## config.mk

```make
export PLATFORM = sky130hd
export DESIGN_NAME = ct_lsu_spsram_ctrl_256x52
export DESIGN_NICKNAME = d
export VERILOG_FILES = /design/src/rtl/ct_lsu_spsram_ctrl_pkg.sv /design/src/rtl/ct_lsu_spsram_ctrl_256x52.sv
export SDC_FILE = /design/constraint.sdc
export NUM_CORES = 1
export LEC_CHECK = 0
export BUFFER_PORTS_ARGS = -buffer_cell sky130_fd_sc_hd__buf_2
export CORE_ASPECT_RATIO = 1.2
export CORE_MARGIN = 8
export CORE_UTILIZATION = 40
export DETAILED_ROUTE_END_ITERATION = 10
export HOLD_SLACK_MARGIN = 0.02
export PLACE_DENSITY = 0.71
export SYNTH_ARGS = -nofsm -noshare
export SYNTH_HDL_FRONTEND = slang
export SYNTH_SLANG_ARGS = --single-unit
export TNS_END_PERCENT = 5
```

## constraint.sdc

```tcl
create_clock -name forever_cpuclk -period 7.1 [get_ports forever_cpuclk]
set_input_delay 0 -clock forever_cpuclk [delete_from_list [all_inputs] [get_ports forever_cpuclk]]
set_output_delay 0 -clock forever_cpuclk [all_outputs]
set_load 0.05 [all_outputs]
```

## src/rtl/ct_lsu_spsram_ctrl_pkg.sv

```systemverilog
// Shared types and defaults for the 256x52 single-port SRAM controller.
// Holds the FSM encoding, geometry defaults and the init fill value.
package ct_lsu_spsram_ctrl_pkg;

  localparam int          ADDR_WIDTH_DEF = 8;
  localparam int          DATA_WIDTH_DEF = 52;
  localparam logic [51:0] INIT_VALUE_DEF = 52'b0;
  localparam int          LAST_ADDR      = 2**ADDR_WIDTH_DEF - 1;

  typedef enum logic {
    INIT = 1'b0,
    RUN  = 1'b1
  } state_e;

  function automatic int last_addr(input int aw);
    return (2**aw) - 1;
  endfunction

endpackage

```

## src/rtl/ct_lsu_spsram_ctrl_256x52.sv

```systemverilog
// Single-port SRAM controller: init sweep after reset/request, then a
// registered valid/ready read/write port with a 2-cycle read response.
module ct_lsu_spsram_ctrl_256x52
  import ct_lsu_spsram_ctrl_pkg::*;
#(
  parameter int                    ADDR_WIDTH = ADDR_WIDTH_DEF,
  parameter int                    DATA_WIDTH = DATA_WIDTH_DEF,
  parameter logic [DATA_WIDTH-1:0] INIT_VALUE = DATA_WIDTH'(INIT_VALUE_DEF)
) (
  input  logic                  forever_cpuclk,
  input  logic                  cpurst,
  input  logic                  init_start,
  output logic                  init_done,
  input  logic                  req_vld,
  input  logic                  req_wr,
  input  logic [ADDR_WIDTH-1:0] req_addr,
  input  logic [DATA_WIDTH-1:0] req_wdata,
  input  logic [DATA_WIDTH-1:0] req_wmask,
  output logic                  req_rdy,
  output logic                  rsp_vld,
  output logic [DATA_WIDTH-1:0] rsp_rdata,
  output logic [ADDR_WIDTH-1:0] sram_a,
  output logic                  sram_cen,
  output logic                  sram_gwen,
  output logic [DATA_WIDTH-1:0] sram_wen,
  output logic [DATA_WIDTH-1:0] sram_d,
  input  logic [DATA_WIDTH-1:0] sram_q
);

  localparam logic [ADDR_WIDTH-1:0] LAST = ADDR_WIDTH'(last_addr(ADDR_WIDTH));

  state_e                state;
  logic [ADDR_WIDTH-1:0] cnt;
  logic                  s1_rd;
  logic                  s2_rd;

  // init_start blocks acceptance in the same cycle so re-init always wins.
  assign req_rdy = (state == RUN) & ~init_start;

  always_ff @(posedge forever_cpuclk or posedge cpurst) begin
    if (cpurst) begin
      state     <= INIT;
      cnt       <= '0;
      init_done <= 1'b0;
      sram_cen  <= 1'b1;
      sram_gwen <= 1'b1;
      sram_wen  <= '1;
      sram_a    <= '0;
      sram_d    <= '0;
      s1_rd     <= 1'b0;
      s2_rd     <= 1'b0;
      rsp_vld   <= 1'b0;
      rsp_rdata <= '0;
    end else begin
      // Read pipe: access edge -> SRAM sample edge -> response capture
      s2_rd   <= s1_rd;
      rsp_vld <= s2_rd;
      if (s2_rd) rsp_rdata <= sram_q;

      // Idle by default; address and data hold to avoid needless toggling
      s1_rd     <= 1'b0;
      sram_cen  <= 1'b1;
      sram_gwen <= 1'b1;
      sram_wen  <= '1;

      case (state)
        INIT: begin
          sram_cen  <= 1'b0;
          sram_gwen <= 1'b0;
          sram_wen  <= '0;
          sram_a    <= cnt;
          sram_d    <= INIT_VALUE;
          cnt       <= cnt + 1'b1;
          if (cnt == LAST) begin
            state     <= RUN;
            init_done <= 1'b1;
          end
        end
        RUN: begin
          if (init_start) begin
            state     <= INIT;
            cnt       <= '0;
            init_done <= 1'b0;
          end else if (req_vld) begin
            sram_cen <= 1'b0;
            sram_a   <= req_addr;
            if (req_wr) begin
              sram_gwen <= 1'b0;
              sram_wen  <= ~req_wmask;
              sram_d    <= req_wdata;
            end else begin
              s1_rd <= 1'b1;
            end
          end
        end
        default: state <= INIT;
      endcase
    end
  end

endmodule

```

# Word level (Yosys, flattened, before mapping)
# Index checks and enable logic that the tools add are counted.
op_classes:
  mux: 29
  n_lt_le_gt_ge: 0
  n_mul: 0
  bitwise_logic: 4
  n_shift: 0
  n_addsub: 1
  reduce_logical: 3
  div_mod_pow: 0
  n_eq_ne: 6
ops:
  columns: ["op", "n"]
  rows:
  - ["$mux W52", 6]
  - ["$pmux W52 S2", 2]
  - ["$not A52 Y52", 1]
  - ["$pmux W8 S2", 2]
  - ["$mux W8", 3]
  - ["$mux W1", 12]
  - ["$ne A2 B2 Y1 const B", 5]
  - ["$add A8 B1 Y8 const B", 1]
  - ["$eq A8 B8 Y1 const B", 1]
  - ["$pmux W1 S2", 4]
  - ["$reduce_and A2 Y1", 2]
  - ["$reduce_and A3 Y1", 1]
  - ["$not A1 Y1", 2]
  - ["$and A1 B1 Y1", 1]
totals:
  mem_bits_ro: 0
  n_memories: 0
  ramBits: 0
  output_inout_bits: 169
  wordCells: 55
  ff_bits: 179
  latch_bits: 0

# Logic depth before layout (Yosys ltp)
logic_depth:
  word_depth: 5
  ltp_mapped: 6
  ltp_nobuf: 4

# Worst setup path after synthesis
# No wires, ideal clock.
synth_path:
  kind: "register to register"
  from: "register state"
  to: "register cnt[4]"
  path_stages_with_launch: 5
  synth_period_minus_slack_ns: 1.648
  t_required_ns: 7.031
  path_slack_ns: 5.452
  path_buffers: 1
  t_arrival_ns: 1.579
  path_cell_list: "dfrtp_1 > inv_2 > buf_2 > nor2_1 > a221o_1"
synth_via:
  elab_chain_len: 2
  word_cells_on_any_way: 3
  cone_classes: "eq/ne: 1; mux: 1; bitwise: 1"
synth_rtl:
  columns: ["element", "line", "rtl"]
  rows:
  - ["start: declaration", "ct_lsu_spsram_ctrl_256x52.sv:32", "state_e state;"]
  - ["start signal: assignment", "ct_lsu_spsram_ctrl_256x52.sv:42", "state <= INIT;"]
  - ["start signal: assignment", "ct_lsu_spsram_ctrl_256x52.sv:75", "state <= RUN;"]
  - ["start signal: assignment", "ct_lsu_spsram_ctrl_256x52.sv:81", "state <= INIT;"]
  - ["$not A1 Y1", null, null]
  - ["$pmux W8 S2", "ct_lsu_spsram_ctrl_256x52.sv:66", "case (state)"]
  - ["end signal: assignment", "ct_lsu_spsram_ctrl_256x52.sv:73", "cnt <= cnt + 1'b1;"]
  - ["end: declaration", "ct_lsu_spsram_ctrl_256x52.sv:33", "logic [ADDR_WIDTH-1:0] cnt;"]
# Several ways; a longest one is shown, not always the timed one.
# A chain may end at the register's enable or synchronous reset.

# Worst setup path in the final report
layout_path:
  from: "register state"
  to: "register sram_wen[15]"
layout_via:
  elab_chain_len: 2
layout_rtl:
  columns: ["element", "line", "rtl"]
  rows:
  - ["$not A1 Y1", null, null]
  - ["$pmux W52 S2 *", "ct_lsu_spsram_ctrl_256x52.sv:66", null]
  - ["end signal: assignment", "ct_lsu_spsram_ctrl_256x52.sv:89", "sram_wen <= ~req_wmask;"]
  - ["end: declaration", "ct_lsu_spsram_ctrl_256x52.sv:25", "output logic [DATA_WIDTH-1:0] sram_wen,"]
# Every way passes the cells marked *; elsewhere a longest branch is shown, timed or not.

==> flow_metrics.py <==
metrics = {
    "floorplan": {
        "start_util_pct": 40.6,
        "row_count": 52,
        "fp.coreArea_mm2": 0.0168,
        "boundaryPins": 338,
        "die_y_um": 159,
        "die_area_mm2": 0.0215,
        "die_w_um": 135,
    },
    "power": {
        "switchingPower_w": 0.000823,
        "seqPwrFrac_pct": 43.9,
        "powerDensity_mw_per_mm2": 245,
        "netSwitchingFraction_pct": 30.9,
        "intPower_w": 0.00184,
        "p_leak_nw": 5.46,
        "pwr-share-clk_pct": 35.4,
        "vdd_drop_max_mv": 0.163,
        "power_frac_comb_pct": 20.7,
    },
    "place": {
        "gp_congestion": 0.760,
        "dp_hpwl_um": 15200,
        "pre_cts_ws_ns": 4.76,
        "io_buffers": 337,
    },
    "critical_path": {
        "timing.rr.start": "state$_DFF_PP0_",
        "cp-end-kind": "register",
        "crit_fanout": 105,
        "cp_slowest_cell": "a21o_4",
        "r2r-end": "sram_wen[15]$_DFF_PP1_",
        "cp_top_family": "compound AO/OA/AOI/OAI gates",
        "worstSetupPathType": "reg2reg",
        "r2r_cells": 3,
        "cp.arrival_ns": 2.60,
        "required_ns": 7.39,
        "path_cells": "inv_2 -> a21o_4 -> o21ai_0",
        "reg2reg_slack_ns": 4.79,
        "critPathBufInv": 1,
        "critPathMaxStageDelay_ns": 0.76,
        "start_kind": "register",
    },
    "drt": {
        "routed_wirelength_um": 24000,
        "vias_per_cell": 4.94,
        "drc": 0,
        "vias": 6207,
        "dr.pass1.iters": 4,
        "ant_nets": 0,
        "first_iter_violations": 375,
        "wl_per_cell_um": 19.1,
    },
    "final_layout": {
        "layout.nets": 1196,
        "nFillCells": 1232,
        "syn_to_final_growth_pct": 59.4,
        "drive_gt1_share_pct": 47.1,
    },
    "timing": {
        "clock_skew_ns": 0.00575,
        "finalSetupViolCount": 0,
        "postLayoutSetupSlackWorst_ns": 4.79,
        "rsz0062_at_grt": "false",
        "hold_viol": 0,
        "tightest_slew_ns": 1.13,
        "period_needed_ns": 2.31,
        "drv_slew": 0,
        "setup_tns_ns": 0,
        "relSlewSlack_pct": 24.9,
        "fmax_ghz": 0.433,
        "finalCritPeriodShare_pct": 32.6,
    },
    "yosys": {
        "synth_seq_cells": 179,
        "syn_area_per_cell_um2": 12.6,
        "synthesis.area_mm2": 0.00681,
        "synth_edf_count": 0,
        "synth.most_common_cell": "dfrtp_1",
        "synthCells": 542,
        "ys_types": 37,
        "yosysWarnings": 0,
        "synth.area.top_cells": "dfrtp_1 46%, dfstp_2 21%, mux2_2 8.6%, o21ai_0 7.2%, nand4_1 4.9%",
        "yosys.area.top_type": "dfrtp_1",
        "ys_seq_area_share_pct": 66.8,
        "yosysTopAreaCellShare_pct": 45.9,
        "syn_nets": 712,
        "synth-main-ff-cell": "dfrtp_1",
        "yosys-top-cells-count": "125 x dfrtp_1, 98 x o21ai_0, 54 x dfstp_2, 54 x inv_1, 53 x nand4_1",
        "async_flop_share_pct": 100,
    },
    "cts": {
        "cts.sink_count": 179,
        "htreeDepth": 4,
        "cts_resized": 0,
        "clk_path_buf_depth": 2,
        "tritoncts": "yes",
        "path_clk_slew_ns": 0.07,
        "cts-buffers-inserted": 17,
        "root_buffer": "clkbuf_16",
        "clk_latency_ns": 0.42,
    },
    "outcome": {
        "outcome": "finished clean",
    },
    "grt": {
        "grt_pass1_vias": 6742,
        "antenna_found_initial": 1,
        "grt.total_usage_pct": 22.1,
        "grt_start_max_net_pins": 107,
        "grt_overflow": 0,
        "grt_pass1_wl_um": 37200,
    },
    "worst_hold_path": {
        "holdCritPathClass": "in2reg",
        "min_to": "sram_wen[34]$_DFF_PP1_",
        "hp-start": "req_wmask[34]",
        "hold_depth": 3,
    },
    "job": {
        "drv_cap": 0,
    },
}
-- through the flow --
step	util [%]	cells	cell area (um2)	hold slack [ns]	power (W)
2_1_floorplan	-	542	6810	0.0387	0.00151
3_3_place_gp	51.1	1055	8580	0.133	0.00165
3_5_place_dp	51.1	1055	8580	0.136	0.00166
4_1_cts	64.7	1255	10900	0.222	0.00268
5_1_grt	64.7	1256	10900	0.251	0.00277
6_report	64.7	1256	10900	0.252	0.00266
-- power groups by stage --
stage,clock network (W),logic (W),registers [W]
2_1_floorplan,0,0.000137,0.00137
3_3_place_gp,0,0.000470,0.00118
3_5_place_dp,0,0.000479,0.00118
4_1_cts,0.000965,0.000552,0.00117
5_1_grt,0.00100,0.000589,0.00118
6_report,0.000944,0.000552,0.00117
-- cell usage in the layout (no fill, tap or decap), types with 3 or more instances in the layout --
cell,n
dfrtp_1,123
dlygate4sd3_1,168
nor2_1,11
inv_1,53
inv_6,5
a21oi_1,7
o21ai_2,5
mux2i_1,9
buf_4,4
clkbuf_16,17
o21ai_0,98
nand4_1,53
mux2_2,52
dfstp_2,54
clkinv_4,3
nand2_1,6
buf_2,337
-- repair_timing --
| item | 4_1_cts | 5_1_grt |
|---|---|---|
| buffers inserted | 0 | 0 |
| endpoints found under the hold margin | 232 | 0 |
| setup endpoints to repair | 0 | 0 |
| hold buffers | 168 | 0 |
-- worst max-delay path by stage --
stage	cells after the start	slack (ns)	from	endpoint
after floorplan	1	2.33	cpurst	cnt[0]$_DFFE_PP0N_
after global placement	3	4.85	state$_DFF_PP0_	sram_wen[15]$_DFF_PP1_
after detailed placement	3	4.76	state$_DFF_PP0_	sram_wen[41]$_DFF_PP1_
after CTS	3	4.74	state$_DFF_PP0_	sram_wen[41]$_DFF_PP1_
after global routing	3	4.54	state$_DFF_PP0_	sram_wen[25]$_DFF_PP1_
final	3	4.79	state$_DFF_PP0_	sram_wen[15]$_DFF_PP1_
-- per-layer routing --
layer | GRT usage, % | wire [um]
met5 | 0 | 0
met4 | 9.76 | 742
met3 | 7.61 | 2270
met2 | 35.7 | 11600
met1 | 25.9 | 9440
-- layout make-up --
class                   count  area [um2]  area share, %
well taps                 216         270           2.49
diodes                      1        2.50         0.0230
flip-flops and latches    179        4550           41.9
inverters                  55         211           1.95
clock buffers              20         447           4.11
clock inverters            12         145           1.34
repair buffers            509        3400           31.3
multi-input cells         264        1830           16.9
-- registers in the layout (all words and copies together), names as in the netlist --
signal / cells
rsp_rdata: 52
sram_d: 52
sram_wen: 52
cnt: 8
sram_a: 8
init_done: 1
rsp_vld: 1
s1_rd: 1
s2_rd: 1
sram_cen: 1
sram_gwen: 1
state: 1
-- worst register-to-register path, delay by kind of cell, from the launching register on --
family / cells / cell delay [ns]
AO/OA/AOI/OAI: 2 / 1.09
flip-flops: 1 / 0.40
buffers and inverters: 1 / 0.69
-- cells by family (layout without fill, tap and decap cells) --
logic type	after synthesis	after routing	share of synthesized area (%)
XOR/XNOR	2	2	0.257
multiplexers	61	61	9.92
buffers and inverters	99	596	6.43
AND/OR/NAND/NOR	76	76	6.41
flip-flops	179	179	66.8
AO/OA/AOI/OAI	124	124	10.0
other	0	1	0
adder cells (fa/ha/maj)	1	1	0.184
Power figures use the tool's default switching activity.
